`src/rtl/usb_bit_rx_param_if.sv`:
```
// usb_bit_rx_param_if: raw D+/D- pins, speed mode and decoded bit/event strobes of the USB bit receiver.
// Latency: none, wires only.
// Backpressure: none; all strobes are single-cycle pulses that the consumer must take when they occur.
interface usb_bit_rx_param_if;
    logic       rx_dp;
    logic       rx_dn;
    logic       low_speed;
    logic       rx_active;
    logic       rx_start;
    logic       rx_valid;
    logic       rx_bit;
    logic       rx_finish;
    logic       rx_error;
    logic [2:0] err_code;
    logic [7:0] rx_byte;
    logic       rx_byte_valid;

    // Receiver side: takes the pins, produces the decoded stream.
    modport master (
        input  rx_dp, rx_dn, low_speed,
        output rx_active, rx_start, rx_valid, rx_bit, rx_finish, rx_error,
        output err_code, rx_byte, rx_byte_valid
    );

    // Pin driver / packet layer side.
    modport slave (
        output rx_dp, rx_dn, low_speed,
        input  rx_active, rx_start, rx_valid, rx_bit, rx_finish, rx_error,
        input  err_code, rx_byte, rx_byte_valid
    );
endinterface

```
`src/rtl/usb_bit_rx_param.sv`:
```
// usb_bit_rx_param: oversampled USB bit receiver (NRZI decode, SYNC, destuff, EOP, error codes); USB_RX_BYTE_ASM_EN adds byte assembly.
// Latency: rx_valid 3 + CLK_PER_BIT/2 clk after the raw line edge (2-FF sync, mid-bit sample, output register).
// Backpressure: none; bits stream at line rate and every strobe is a one-cycle pulse.
module usb_bit_rx_param #(
    parameter int CLK_PER_BIT  = 5,
    parameter int STUFF_LEN    = 6,
    parameter int IDLE_BITS    = 8,
    parameter int MAX_SE0_BITS = 2
) (
    input  logic               clk,
    input  logic               rst,
    usb_bit_rx_param_if.master bus
);
    localparam int PH_W   = $clog2(CLK_PER_BIT);
    localparam int ONES_W = $clog2(STUFF_LEN + 1);
    localparam int IDLE_W = $clog2(IDLE_BITS + 1);
    localparam int SE0_W  = $clog2(MAX_SE0_BITS + 2);

    localparam logic [PH_W-1:0]   PH_SAMPLE = PH_W'(CLK_PER_BIT / 2);
    localparam logic [PH_W-1:0]   PH_LAST   = PH_W'(CLK_PER_BIT - 1);
    localparam logic [ONES_W-1:0] ONES_MAX  = ONES_W'(STUFF_LEN);
    localparam logic [IDLE_W-1:0] IDLE_LAST = IDLE_W'(IDLE_BITS - 1);
    localparam logic [SE0_W-1:0]  SE0_MAX   = SE0_W'(MAX_SE0_BITS);

    localparam logic [2:0] ERR_SYNC  = 3'd1;
    localparam logic [2:0] ERR_STUFF = 3'd2;
    localparam logic [2:0] ERR_SE1   = 3'd3;
    localparam logic [2:0] ERR_EOP   = 3'd4;

    typedef enum logic [2:0] {ST_WAIT_IDLE, ST_IDLE, ST_SYNC, ST_DATA, ST_EOP} state_t;
    typedef enum logic [1:0] {LS_J, LS_K, LS_SE0, LS_SE1} line_t;

    // Front end
    logic [1:0]      sync1_q, sync1_d, sync2_q, sync2_d, prev_q, prev_d;
    logic [PH_W-1:0] phase_q, phase_d;
    logic            sample;
    logic            mode_eff;
    line_t           line_st;

    // FSM state and registered outputs
    state_t            state_q, state_d;
    logic              mode_q, mode_d;
    line_t             ref_q, ref_d;
    logic [IDLE_W-1:0] idle_q, idle_d;
    logic [2:0]        sidx_q, sidx_d;
    logic [ONES_W-1:0] ones_q, ones_d;
    logic [SE0_W-1:0]  se0_q, se0_d;
    logic              active_q, active_d;
    logic              start_q, start_d;
    logic              valid_q, valid_d;
    logic              bit_q, bit_d;
    logic              finish_q, finish_d;
    logic              error_q, error_d;
    logic [2:0]        code_q, code_d;

    // Per-cycle temporaries of the FSM
    logic       fail;
    logic [2:0] fail_code;
    logic       dbit;
    logic       resid;
    line_t      sync_exp;

`ifdef USB_RX_BYTE_ASM_EN
    logic [7:0] byte_q, byte_d;
    logic [2:0] bcnt_q, bcnt_d;
    logic       bvalid_q, bvalid_d;
`endif

    // Synchroniser, phase realignment on every line edge, mid-bit sample strobe and line-state decode.
    always_comb begin
        sync1_d = {bus.rx_dp, bus.rx_dn};
        sync2_d = sync1_q;
        prev_d  = sync2_q;
        if (sync2_q != prev_q) begin
            phase_d = '0;
        end else if (phase_q == PH_LAST) begin
            phase_d = '0;
        end else begin
            phase_d = phase_q + PH_W'(1);
        end
        sample = (phase_d == PH_SAMPLE);
        // While waiting for idle the pin is followed live so the idle J is judged in the new polarity.
        mode_eff = ((state_q == ST_WAIT_IDLE) || (state_q == ST_IDLE)) ? bus.low_speed : mode_q;
        case (sync2_q)
            2'b10:   line_st = mode_eff ? LS_K : LS_J;
            2'b01:   line_st = mode_eff ? LS_J : LS_K;
            2'b00:   line_st = LS_SE0;
            default: line_st = LS_SE1;
        endcase
    end

    // Packet FSM: idle qualification, SYNC match, NRZI/destuff, EOP and error reporting.
    always_comb begin
        state_d   = state_q;
        mode_d    = mode_q;
        ref_d     = ref_q;
        idle_d    = idle_q;
        sidx_d    = sidx_q;
        ones_d    = ones_q;
        se0_d     = se0_q;
        active_d  = active_q;
        start_d   = 1'b0;
        valid_d   = 1'b0;
        bit_d     = bit_q;
        finish_d  = 1'b0;
        error_d   = 1'b0;
        code_d    = code_q;
        fail      = 1'b0;
        fail_code = 3'd0;
        dbit      = (line_st == ref_q);
        sync_exp  = ((sidx_q == 3'd6) || sidx_q[0]) ? LS_K : LS_J;
`ifdef USB_RX_BYTE_ASM_EN
        byte_d    = byte_q;
        bcnt_d    = bcnt_q;
        bvalid_d  = 1'b0;
        resid     = (bcnt_q != 3'd0);
`else
        resid     = 1'b0;
`endif
        if ((state_q == ST_WAIT_IDLE) || (state_q == ST_IDLE)) begin
            mode_d = bus.low_speed;
        end

        if (sample) begin
            case (state_q)
                ST_WAIT_IDLE: begin
                    if (line_st != LS_J) begin
                        idle_d = '0;
                    end else if (idle_q == IDLE_LAST) begin
                        idle_d  = '0;
                        state_d = ST_IDLE;
                    end else begin
                        idle_d = idle_q + IDLE_W'(1);
                    end
                end
                ST_IDLE: begin
                    if (line_st == LS_K) begin
                        sidx_d  = 3'd0;
                        state_d = ST_SYNC;
                    end else if (line_st != LS_J) begin
                        idle_d  = '0;
                        state_d = ST_WAIT_IDLE;
                    end
                end
                ST_SYNC: begin
                    if (line_st != sync_exp) begin
                        fail      = 1'b1;
                        fail_code = ERR_SYNC;
                    end else if (sidx_q == 3'd6) begin
                        start_d  = 1'b1;
                        active_d = 1'b1;
                        code_d   = 3'd0;
                        ref_d    = LS_K;
                        ones_d   = '0;
                        state_d  = ST_DATA;
`ifdef USB_RX_BYTE_ASM_EN
                        bcnt_d   = 3'd0;
`endif
                    end else begin
                        sidx_d = sidx_q + 3'd1;
                    end
                end
                ST_DATA: begin
                    case (line_st)
                        LS_J, LS_K: begin
                            ref_d = line_st;
                            if (ones_q == ONES_MAX) begin
                                // Mandatory stuff position: a transition is dropped, a repeat is illegal.
                                if (dbit) begin
                                    fail      = 1'b1;
                                    fail_code = ERR_STUFF;
                                end else begin
                                    ones_d = '0;
                                end
                            end else begin
                                valid_d = 1'b1;
                                bit_d   = dbit;
                                ones_d  = dbit ? (ones_q + ONES_W'(1)) : '0;
`ifdef USB_RX_BYTE_ASM_EN
                                byte_d   = {dbit, byte_q[7:1]};
                                bcnt_d   = bcnt_q + 3'd1;
                                bvalid_d = (bcnt_q == 3'd7);
`endif
                            end
                        end
                        LS_SE0: begin
                            se0_d   = SE0_W'(1);
                            state_d = ST_EOP;
                        end
                        default: begin
                            fail      = 1'b1;
                            fail_code = ERR_SE1;
                        end
                    endcase
                end
                ST_EOP: begin
                    case (line_st)
                        LS_SE0: begin
                            if (se0_q == SE0_MAX) begin
                                fail      = 1'b1;
                                fail_code = ERR_EOP;
                            end else begin
                                se0_d = se0_q + SE0_W'(1);
                            end
                        end
                        LS_J: begin
                            // A packet that ends mid-byte is reported as a bad EOP.
                            if (resid) begin
                                fail      = 1'b1;
                                fail_code = ERR_EOP;
                            end else begin
                                finish_d = 1'b1;
                                active_d = 1'b0;
                                state_d  = ST_IDLE;
                            end
                        end
                        LS_K: begin
                            fail      = 1'b1;
                            fail_code = ERR_EOP;
                        end
                        default: begin
                            fail      = 1'b1;
                            fail_code = ERR_SE1;
                        end
                    endcase
                end
                default: begin
                    state_d = ST_WAIT_IDLE;
                    idle_d  = '0;
                end
            endcase
        end

        if (fail) begin
            error_d  = 1'b1;
            code_d   = fail_code;
            active_d = 1'b0;
            idle_d   = '0;
            state_d  = ST_WAIT_IDLE;
        end
    end

    // All state and outputs registered; reset drops any packet in flight without pulses.
    always_ff @(posedge clk) begin
        if (rst) begin
            sync1_q  <= 2'b00;
            sync2_q  <= 2'b00;
            prev_q   <= 2'b00;
            phase_q  <= '0;
            state_q  <= ST_WAIT_IDLE;
            mode_q   <= 1'b0;
            ref_q    <= LS_J;
            idle_q   <= '0;
            sidx_q   <= 3'd0;
            ones_q   <= '0;
            se0_q    <= '0;
            active_q <= 1'b0;
            start_q  <= 1'b0;
            valid_q  <= 1'b0;
            bit_q    <= 1'b0;
            finish_q <= 1'b0;
            error_q  <= 1'b0;
            code_q   <= 3'd0;
`ifdef USB_RX_BYTE_ASM_EN
            byte_q   <= 8'd0;
            bcnt_q   <= 3'd0;
            bvalid_q <= 1'b0;
`endif
        end else begin
            sync1_q  <= sync1_d;
            sync2_q  <= sync2_d;
            prev_q   <= prev_d;
            phase_q  <= phase_d;
            state_q  <= state_d;
            mode_q   <= mode_d;
            ref_q    <= ref_d;
            idle_q   <= idle_d;
            sidx_q   <= sidx_d;
            ones_q   <= ones_d;
            se0_q    <= se0_d;
            active_q <= active_d;
            start_q  <= start_d;
            valid_q  <= valid_d;
            bit_q    <= bit_d;
            finish_q <= finish_d;
            error_q  <= error_d;
            code_q   <= code_d;
`ifdef USB_RX_BYTE_ASM_EN
            byte_q   <= byte_d;
            bcnt_q   <= bcnt_d;
            bvalid_q <= bvalid_d;
`endif
        end
    end

    assign bus.rx_active = active_q;
    assign bus.rx_start  = start_q;
    assign bus.rx_valid  = valid_q;
    assign bus.rx_bit    = bit_q;
    assign bus.rx_finish = finish_q;
    assign bus.rx_error  = error_q;
    assign bus.err_code  = code_q;
`ifdef USB_RX_BYTE_ASM_EN
    assign bus.rx_byte       = byte_q;
    assign bus.rx_byte_valid = bvalid_q;
`else
    assign bus.rx_byte       = 8'd0;
    assign bus.rx_byte_valid = 1'b0;
`endif
endmodule
```
`src/flat_wrapper.sv`:
```
// flat-port wrapper written by rule: the top's interface ports become plain ports
module usb_bit_rx_param_flat 
#(
    parameter int CLK_PER_BIT  = 5,
    parameter int STUFF_LEN    = 6,
    parameter int IDLE_BITS    = 8,
    parameter int MAX_SE0_BITS = 2
)
  (clk, rst, bus_rx_dp, bus_rx_dn, bus_low_speed, bus_rx_active, bus_rx_start, bus_rx_valid, bus_rx_bit, bus_rx_finish, bus_rx_error, bus_err_code, bus_rx_byte, bus_rx_byte_valid);
  usb_bit_rx_param_if bus_i ();
  input  logic clk;
  input  logic rst;
  input wire logic [$bits(bus_i.rx_dp)-1:0] bus_rx_dp;
  input wire logic [$bits(bus_i.rx_dn)-1:0] bus_rx_dn;
  input wire logic [$bits(bus_i.low_speed)-1:0] bus_low_speed;
  output wire logic [$bits(bus_i.rx_active)-1:0] bus_rx_active;
  output wire logic [$bits(bus_i.rx_start)-1:0] bus_rx_start;
  output wire logic [$bits(bus_i.rx_valid)-1:0] bus_rx_valid;
  output wire logic [$bits(bus_i.rx_bit)-1:0] bus_rx_bit;
  output wire logic [$bits(bus_i.rx_finish)-1:0] bus_rx_finish;
  output wire logic [$bits(bus_i.rx_error)-1:0] bus_rx_error;
  output wire logic [$bits(bus_i.err_code)-1:0] bus_err_code;
  output wire logic [$bits(bus_i.rx_byte)-1:0] bus_rx_byte;
  output wire logic [$bits(bus_i.rx_byte_valid)-1:0] bus_rx_byte_valid;
  assign bus_i.rx_dp = bus_rx_dp;
  assign bus_i.rx_dn = bus_rx_dn;
  assign bus_i.low_speed = bus_low_speed;
  assign bus_rx_active = bus_i.rx_active;
  assign bus_rx_start = bus_i.rx_start;
  assign bus_rx_valid = bus_i.rx_valid;
  assign bus_rx_bit = bus_i.rx_bit;
  assign bus_rx_finish = bus_i.rx_finish;
  assign bus_rx_error = bus_i.rx_error;
  assign bus_err_code = bus_i.err_code;
  assign bus_rx_byte = bus_i.rx_byte;
  assign bus_rx_byte_valid = bus_i.rx_byte_valid;
  usb_bit_rx_param #(.CLK_PER_BIT(CLK_PER_BIT), .STUFF_LEN(STUFF_LEN), .IDLE_BITS(IDLE_BITS), .MAX_SE0_BITS(MAX_SE0_BITS)) u_core (.clk(clk), .rst(rst), .bus(bus_i));
endmodule
```
`config.mk`:
```
export PLATFORM = sky130hd
export DESIGN_NAME = usb_bit_rx_param_flat
export DESIGN_NICKNAME = d
export VERILOG_FILES = /design/src/rtl/usb_bit_rx_param_if.sv /design/src/rtl/usb_bit_rx_param.sv /design/src/flat_wrapper.sv
export SDC_FILE = /design/constraint.sdc
export NUM_CORES = 1
export LEC_CHECK = 0
export ABC_AREA = 1
export CORE_MARGIN = 1.5
export CORE_UTILIZATION = 50
export CTS_BUF_LIST = sky130_fd_sc_hd__clkbuf_2
export DETAILED_ROUTE_END_ITERATION = 12
export PLACE_DENSITY = 0.74
export SYNTH_ARGS = -nofsm -noshare
export SYNTH_HDL_FRONTEND = slang
export SYNTH_SLANG_ARGS = --single-unit
```
`constraint.sdc`:
```
create_clock -name clk -period 2.15 [get_ports clk]
set_input_delay 0.43 -clock clk [delete_from_list [all_inputs] [get_ports clk]]
set_output_delay 0.43 -clock clk [all_outputs]
set_load 0.01 [all_outputs]
```
# After elaboration in Yosys (flattened, before gate mapping)
# Cells that the tools add are included.
[totals] inputBits=5 word_cells=158 out_inout_bits=18 regBits=36
[classes] reduce_logical=28 n_addsub=5 muxes=67 bitwise_logic=7 n_eq_ne=33
[ops] op="3-bit two-way mux" n=25
[ops] op="5-bit AND reduction" n=4
[ops] op="2-bit inequality test (second input constant)" n=9
[ops] op="3-bit case mux with 2 select lines" n=3
[ops] op="3-bit case mux with 3 select lines" n=2
[ops] op="1-bit two-way mux" n=17
[ops] op="4-bit two-way mux" n=4
[ops] op="2-bit nonzero test" n=8
[ops] op="3-bit case mux with 5 select lines" n=1
[ops] op="2-bit two-way mux" n=7
[ops] op="3-bit equality test (second input constant)" n=4
[ops] op="4-bit case mux with 3 select lines" n=1
[ops] op="4-bit AND reduction" n=3
[ops] op="2-bit by 1-bit inequality test with 1-bit output (second input constant)" n=5
[ops] op="3-bit by 1-bit adder with 3-bit output (second input constant)" n=3
[ops] op="3-bit by 2-bit equality test with 1-bit output (second input constant)" n=3
[ops] op="2-bit case mux with 2 select lines" n=2
[ops] op="8-bit AND reduction" n=1
[ops] op="4-bit OR reduction" n=2
[ops] op="1-bit inverter" n=7
[ops] op="2-bit equality test (second input constant)" n=3
[ops] op="3-bit inequality test (second input constant)" n=2
[ops] op="1-bit case mux with 2 select lines" n=3
[ops] op="2-bit case mux with 3 select lines" n=1
[ops] op="other kinds (14)" n=20

# Depth between registers and ports, before layout
[depth] word_depth=13 depth_mapped=15 ltp_nobuf=15

# Least setup slack after synthesis
# Ideal clock, no wire load.
[synth_path] path_kind="flip-flop to flip-flop" startpoint="register u_core.sync2_q[1], in the netlist u_core.prev_d[1]" endpoint="register u_core.ones_q[2]" path_buffers=1 path_stages_with_launch=10 synth_period_minus_slack_ns=1.880 setup_ns=0.128 setup_slack_ns=0.270 arrival_ns=1.752 required_time_ns=2.022 path_cell_list="dfxtp_1 inv_1 ha_1 buf_2 xor2_1 nand4_2 nand2_2 nand2_1 nand2_1 nor2_1"
[synth_via] elab_chain_len=7
[synth_rtl] element="start, declared" line_no="usb_bit_rx_param.sv:34" text="logic [1:0] sync1_q, sync1_d, sync2_q, sync2_d, prev_q, prev_d;"
[synth_rtl] element="start signal, assigned" line_no="usb_bit_rx_param.sv:271" text="sync2_q <= sync2_d;"
[synth_rtl] element="2-bit by 1-bit equality test with 1-bit output, or another cell as far along" line_no="usb_bit_rx_param.sv:84" text="case (sync2_q)"
[synth_rtl] element="2-bit case mux with 3 select lines" line_no="usb_bit_rx_param.sv:84"
[synth_rtl] element="2-bit equality test" line_no="usb_bit_rx_param.sv:110" text="dbit = (line_st == ref_q);"
[synth_rtl] element="3-bit two-way mux" line_no="usb_bit_rx_param.sv:178" text="ones_d = dbit ? (ones_q + ONES_W'(1)) : '0;"
[synth_rtl] element="3-bit two-way mux" line_no="usb_bit_rx_param.sv:167" text="if (ones_q == ONES_MAX) begin"
[synth_rtl] element="3-bit two-way mux" line_no="usb_bit_rx_param.sv:164" text="case (line_st)"
[synth_rtl] element="3-bit case mux with 2 select lines" line_no="usb_bit_rx_param.sv:125" text="case (state_q)"
[synth_rtl] element="end signal, assigned" line_no="usb_bit_rx_param.sv:279" text="ones_q <= ones_d;"
[synth_rtl] element="end, declared" line_no="usb_bit_rx_param.sv:46" text="logic [ONES_W-1:0] ones_q, ones_d;"
# Parallel ways exist; a longest one is shown, timed or not. The select of a mux whose other input is x is not followed.
# A chain may end at the register's enable or synchronous reset.

# Worst setup path after layout
[layout_path] startpoint="register u_core.phase_q[0]" endpoint="register u_core.ones_q[0]"
[layout_via] elab_chain_len=5
[layout_rtl] element="start, declared" line_no="usb_bit_rx_param.sv:35" text="logic [PH_W-1:0] phase_q, phase_d;"
[layout_rtl] element="start signal, assigned" line_no="usb_bit_rx_param.sv:273" text="phase_q <= phase_d;"
[layout_rtl] element="3-bit by 1-bit adder with 3-bit output / 3-bit equality test (equally long branches)" line_no="usb_bit_rx_param.sv:79, usb_bit_rx_param.sv:76"
[layout_rtl] element="3-bit two-way mux (*)" line_no="usb_bit_rx_param.sv:76" text="end else if (phase_q == PH_LAST) begin"
[layout_rtl] element="3-bit two-way mux (*)" line_no="usb_bit_rx_param.sv:74" text="if (sync2_q != prev_q) begin"
[layout_rtl] element="3-bit by 2-bit equality test with 1-bit output (*)" line_no="usb_bit_rx_param.sv:81" text="sample = (phase_d == PH_SAMPLE);"
[layout_rtl] element="6-bit AND reduction (no line) (*)"
# Every way passes the cells marked *; elsewhere a longest branch is shown, timed or not.

==> flow_metrics.env <==
export IMPL_required_ps=2480
export IMPL_routed_wl_um=4163
export IMPL_grt_overflow_total=0
export IMPL_setup_viol=0
export IMPL_final_hold_viol_count=0
export IMPL_skew_ps=10.27
export IMPL_die_x_um=69.63
export IMPL_grt_max_degree=17
export IMPL_synth_top_family_by_area="simple AND/OR/NAND/NOR gates"
export IMPL_dpl_hpwl_um=3121
export IMPL_synth_top_area_share_pct=32.47
export IMPL_status="completed"
export IMPL_gp_congestion=0.9124
export IMPL_post_route_util_pct=57.35
export IMPL_yosys_area_share_simple_pct=41.49
export IMPL_dr_wl_met2_um=1993
export IMPL_synthXorXnorAreaFrac_pct=1.973
export IMPL_synth_area_leaders="dfxtp_1, nand2_1, inv_1"
export IMPL_worst_skew_pair_late_latency_ps=390
export IMPL_power_leakage_nw=1.151
export IMPL_fin_nets=338
export IMPL_maxSlewViolCount=0
export IMPL_grt_use_total_pct=18.48
export IMPL_cts_max_path_buffers=2
export IMPL_synth_compound_area_share_pct=6.426
export IMPL_r2r_cells=12
export IMPL_first_global_vias=1709
export IMPL_path_delay_family="simple AND/OR/NAND/NOR gates"
export IMPL_placed_cells=365
export IMPL_routed_via_count=1850
export IMPL_crit_end="u_core.ones_q[0]"
export IMPL_ctsRootBufferMaster="clkbuf_2"
export IMPL_hold_class="reg -> reg"
export IMPL_port_buffer_count=13
export IMPL_final_area_um2=2480
export IMPL_post_route_cells_drive_above_1_share_pct=20.99
export IMPL_dieArea_um2=4848
export IMPL_first_pass_iters=4
export IMPL_dr_wl_met3_um=170
export IMPL_synth_edf_count=0
export IMPL_clock_sinks=36
export IMPL_crit_chain="inv_1 -> ha_1 -> inv_1 -> nor2_2 -> nand3_2 -> nor2_4 -> nand2_2 -> a21oi_4 -> nand2_2 -> nand2_1 -> nand2_1 -> nor2_1"
export IMPL_cts_htree_levels=2
export IMPL_antenna_found_initial=0
export IMPL_row_count=24
export IMPL_start_util_pct=51.33
export IMPL_crit_start="u_core.phase_q[0]"
export IMPL_synth_ff_type="dfxtp_1"
export IMPL_numCtsBuffers=5
export IMPL_netlist_cell_type_count=39
export IMPL_antennaDiodeCount=0
export IMPL_ios=23
export IMPL_power_total_w=0.001131
export IMPL_critPathMaxFanout=7
export IMPL_grt_pass1_wl_um=7314
export IMPL_die_h_um=69.63
export IMPL_fmax_mhz=513.9
export IMPL_fin_hold_ws_ps=415.3
export IMPL_wl_per_cell_um=11.07
export IMPL_worstPathArrival_ps=2280
export IMPL_syn2layout_area_growth_pct=11.72
export IMPL_ys_async_sr_fraction_pct=0
export IMPL_yosys_warnings=0
export IMPL_power_density_nw_per_um2=456.0
export IMPL_max_vdd_ir_drop_v=0.0001942
export IMPL_critPathKind="reg -> reg"
export IMPL_layout_cells_non_filler=376
export IMPL_synth_area_mux_share_pct=0.4510
export IMPL_period_share_pct=90.51
export IMPL_cp_depth=12
export IMPL_antenna_left=0
export IMPL_cts_tree="done"
export IMPL_core_area_um2=4324
export IMPL_end_kind="register"
export IMPL_cpPeakStageDelay_ps=390
export IMPL_clk_pin_slew_worst_paths_ps=180
export IMPL_syn_cell_area_um2=2220
export IMPL_highest_layer="met4"
export IMPL_first_iter_violations=119
export IMPL_ys_seq_elements=36
export IMPL_r2r_slack_ps=200
export IMPL_syn_inst=300
export IMPL_reg2reg_from="u_core.phase_q[0]"
export IMPL_drc=0
export IMPL_timing_critical_path_buf_inv=2
export IMPL_ys_seq_area_share_pct=32.47
export IMPL_ctsHoldBuffers=0
export IMPL_place_area_um2=2397
export IMPL_synth_area_leader_cell="dfxtp_1"
export IMPL_syn_avg_cell_area_um2=7.399
export IMPL_drv_cap=0
export IMPL_reg2reg_to="u_core.ones_q[0]"
export IMPL_min_period_ps=1946
export IMPL_wl_met1_um=1904
export IMPL_drt_vias_per_instance=4.920
export IMPL_crit_path_top_delay_cell="dfxtp_2"
export IMPL_start_kind="register"
export IMPL_synthAdderAreaFrac_pct=5.637
[worst register-to-register path, cell delays in order (launching register included)]
cell	delay, ps
dfxtp_2	390
inv_1	50
ha_1	260
inv_1	40
nor2_2	110
nand3_2	150
nor2_4	220
nand2_2	90
a21oi_4	220
nand2_2	110
nand2_1	70
nand2_1	40
nor2_1	120
[registers in the layout, indices dropped and copies added (netlist names)]
name                  flops
u_core.bus.rx_finish      1
u_core.se0_q              2
u_core.idle_q             4
u_core.mode_q             1
u_core.bus.rx_valid       1
u_core.state_q            3
u_core.prev_q             2
u_core.sidx_q             3
u_core.ones_q             3
u_core.sync1_q            2
u_core.bus.rx_active      1
u_core.phase_q            3
u_core.bus.err_code       3
u_core.bus.rx_error       1
u_core.bus.rx_start       1
u_core.bus.rx_bit         1
u_core.prev_d             2
u_core.ref_q              2
[cell usage after synthesis (2+ instances only)]
cell	instances
ha_1	10
nand3_4	4
nand3_1	23
nor2_4	2
nand2_2	10
nand3_2	3
a21oi_1	10
inv_1	39
buf_4	9
nor3_1	7
dfxtp_1	36
o21ai_1	9
nand4_1	2
nand2_4	7
o21ai_0	2
buf_2	2
nand2_1	50
nor2_1	35
xnor2_1	2
inv_2	4
clkbuf_1	2
xor2_1	3
nor4_1	4
nor2_2	10
[kinds of logic (layout without fill, tap and decap cells)]
logic type,Yosys count,after routing
flip-flops,36,36
other,1,9
AO/OA/AOI/OAI,25,25
multiplexers,1,1
buffers and inverters,57,72
AND/OR/NAND/NOR,165,166
adder cells (fa/ha/maj),10,10
XOR/XNOR,5,5
[through the flow]
step,setup TNS [ps],setup WS [ps]
3_5_place_dp,0,66.41
5_1_grt,-92.87,-48.73
2_1_floorplan,0,270.3
6_report,0,204.1
3_3_place_gp,0,88.47
4_1_cts,0,39.52
[power by group]
part / switching [W] / internal (W)
registers: 0.00000586 / 0.000679
clock network: 0.000230 / 0.0000728
logic: 0.0000940 / 0.0000500
[worst min-delay path by stage]
stage	startpoint	end	slack, ps	cells past startpoint
floorplan	u_core.sync1_q[0]	u_core.prev_d[0]	390	2
global placement	u_core.sync1_q[0]	u_core.prev_d[0]	390	2
detailed placement	u_core.sync1_q[1]	u_core.prev_d[1]	400	2
CTS	u_core.sync1_q[1]	u_core.prev_d[1]	420	2
global route	u_core.sync1_q[0]	u_core.prev_d[0]	440	2
finish	u_core.sync1_q[1]	u_core.prev_d[1]	420	2
[final cells by class]
type | count | area (um^2)
multi-input cells | 216 | 1304
clock buffers | 5 | 25.02
well taps | 52 | 65.06
inverters | 44 | 167.7
repair buffers | 20 | 182.7
fillers | 409 | 1844
clock inverters | 3 | 13.76
flip-flops and latches | 36 | 721.9
[per-layer routing]
metal / GRT usage (%) / up-vias
met5: 0 / -
met4: 7.692 / 0
met2: 30.77 / 52
met3: 3.924 / 10
met1: 23.21 / 810
li1: - / 978
[timing repair]
| action | 4_1_cts | 5_1_grt |
|---|---|---|
| hold endpoints to repair | 0 | 0 |
| resized for setup | 0 | 6 |
| endpoints found under the setup margin | 0 | 19 |
| setup buffers | 0 | 2 |
[layout by cell type, fill, tap and decap left out, drive strengths merged, types with 10 or more instances in the layout]
master	count
nor2	48
ha	10
o21ai	11
inv	44
a21oi	11
clkdlybuf4s50	13
nand2	68
dfxtp	36
nand3	30
Power figures use the tool's default switching activity.
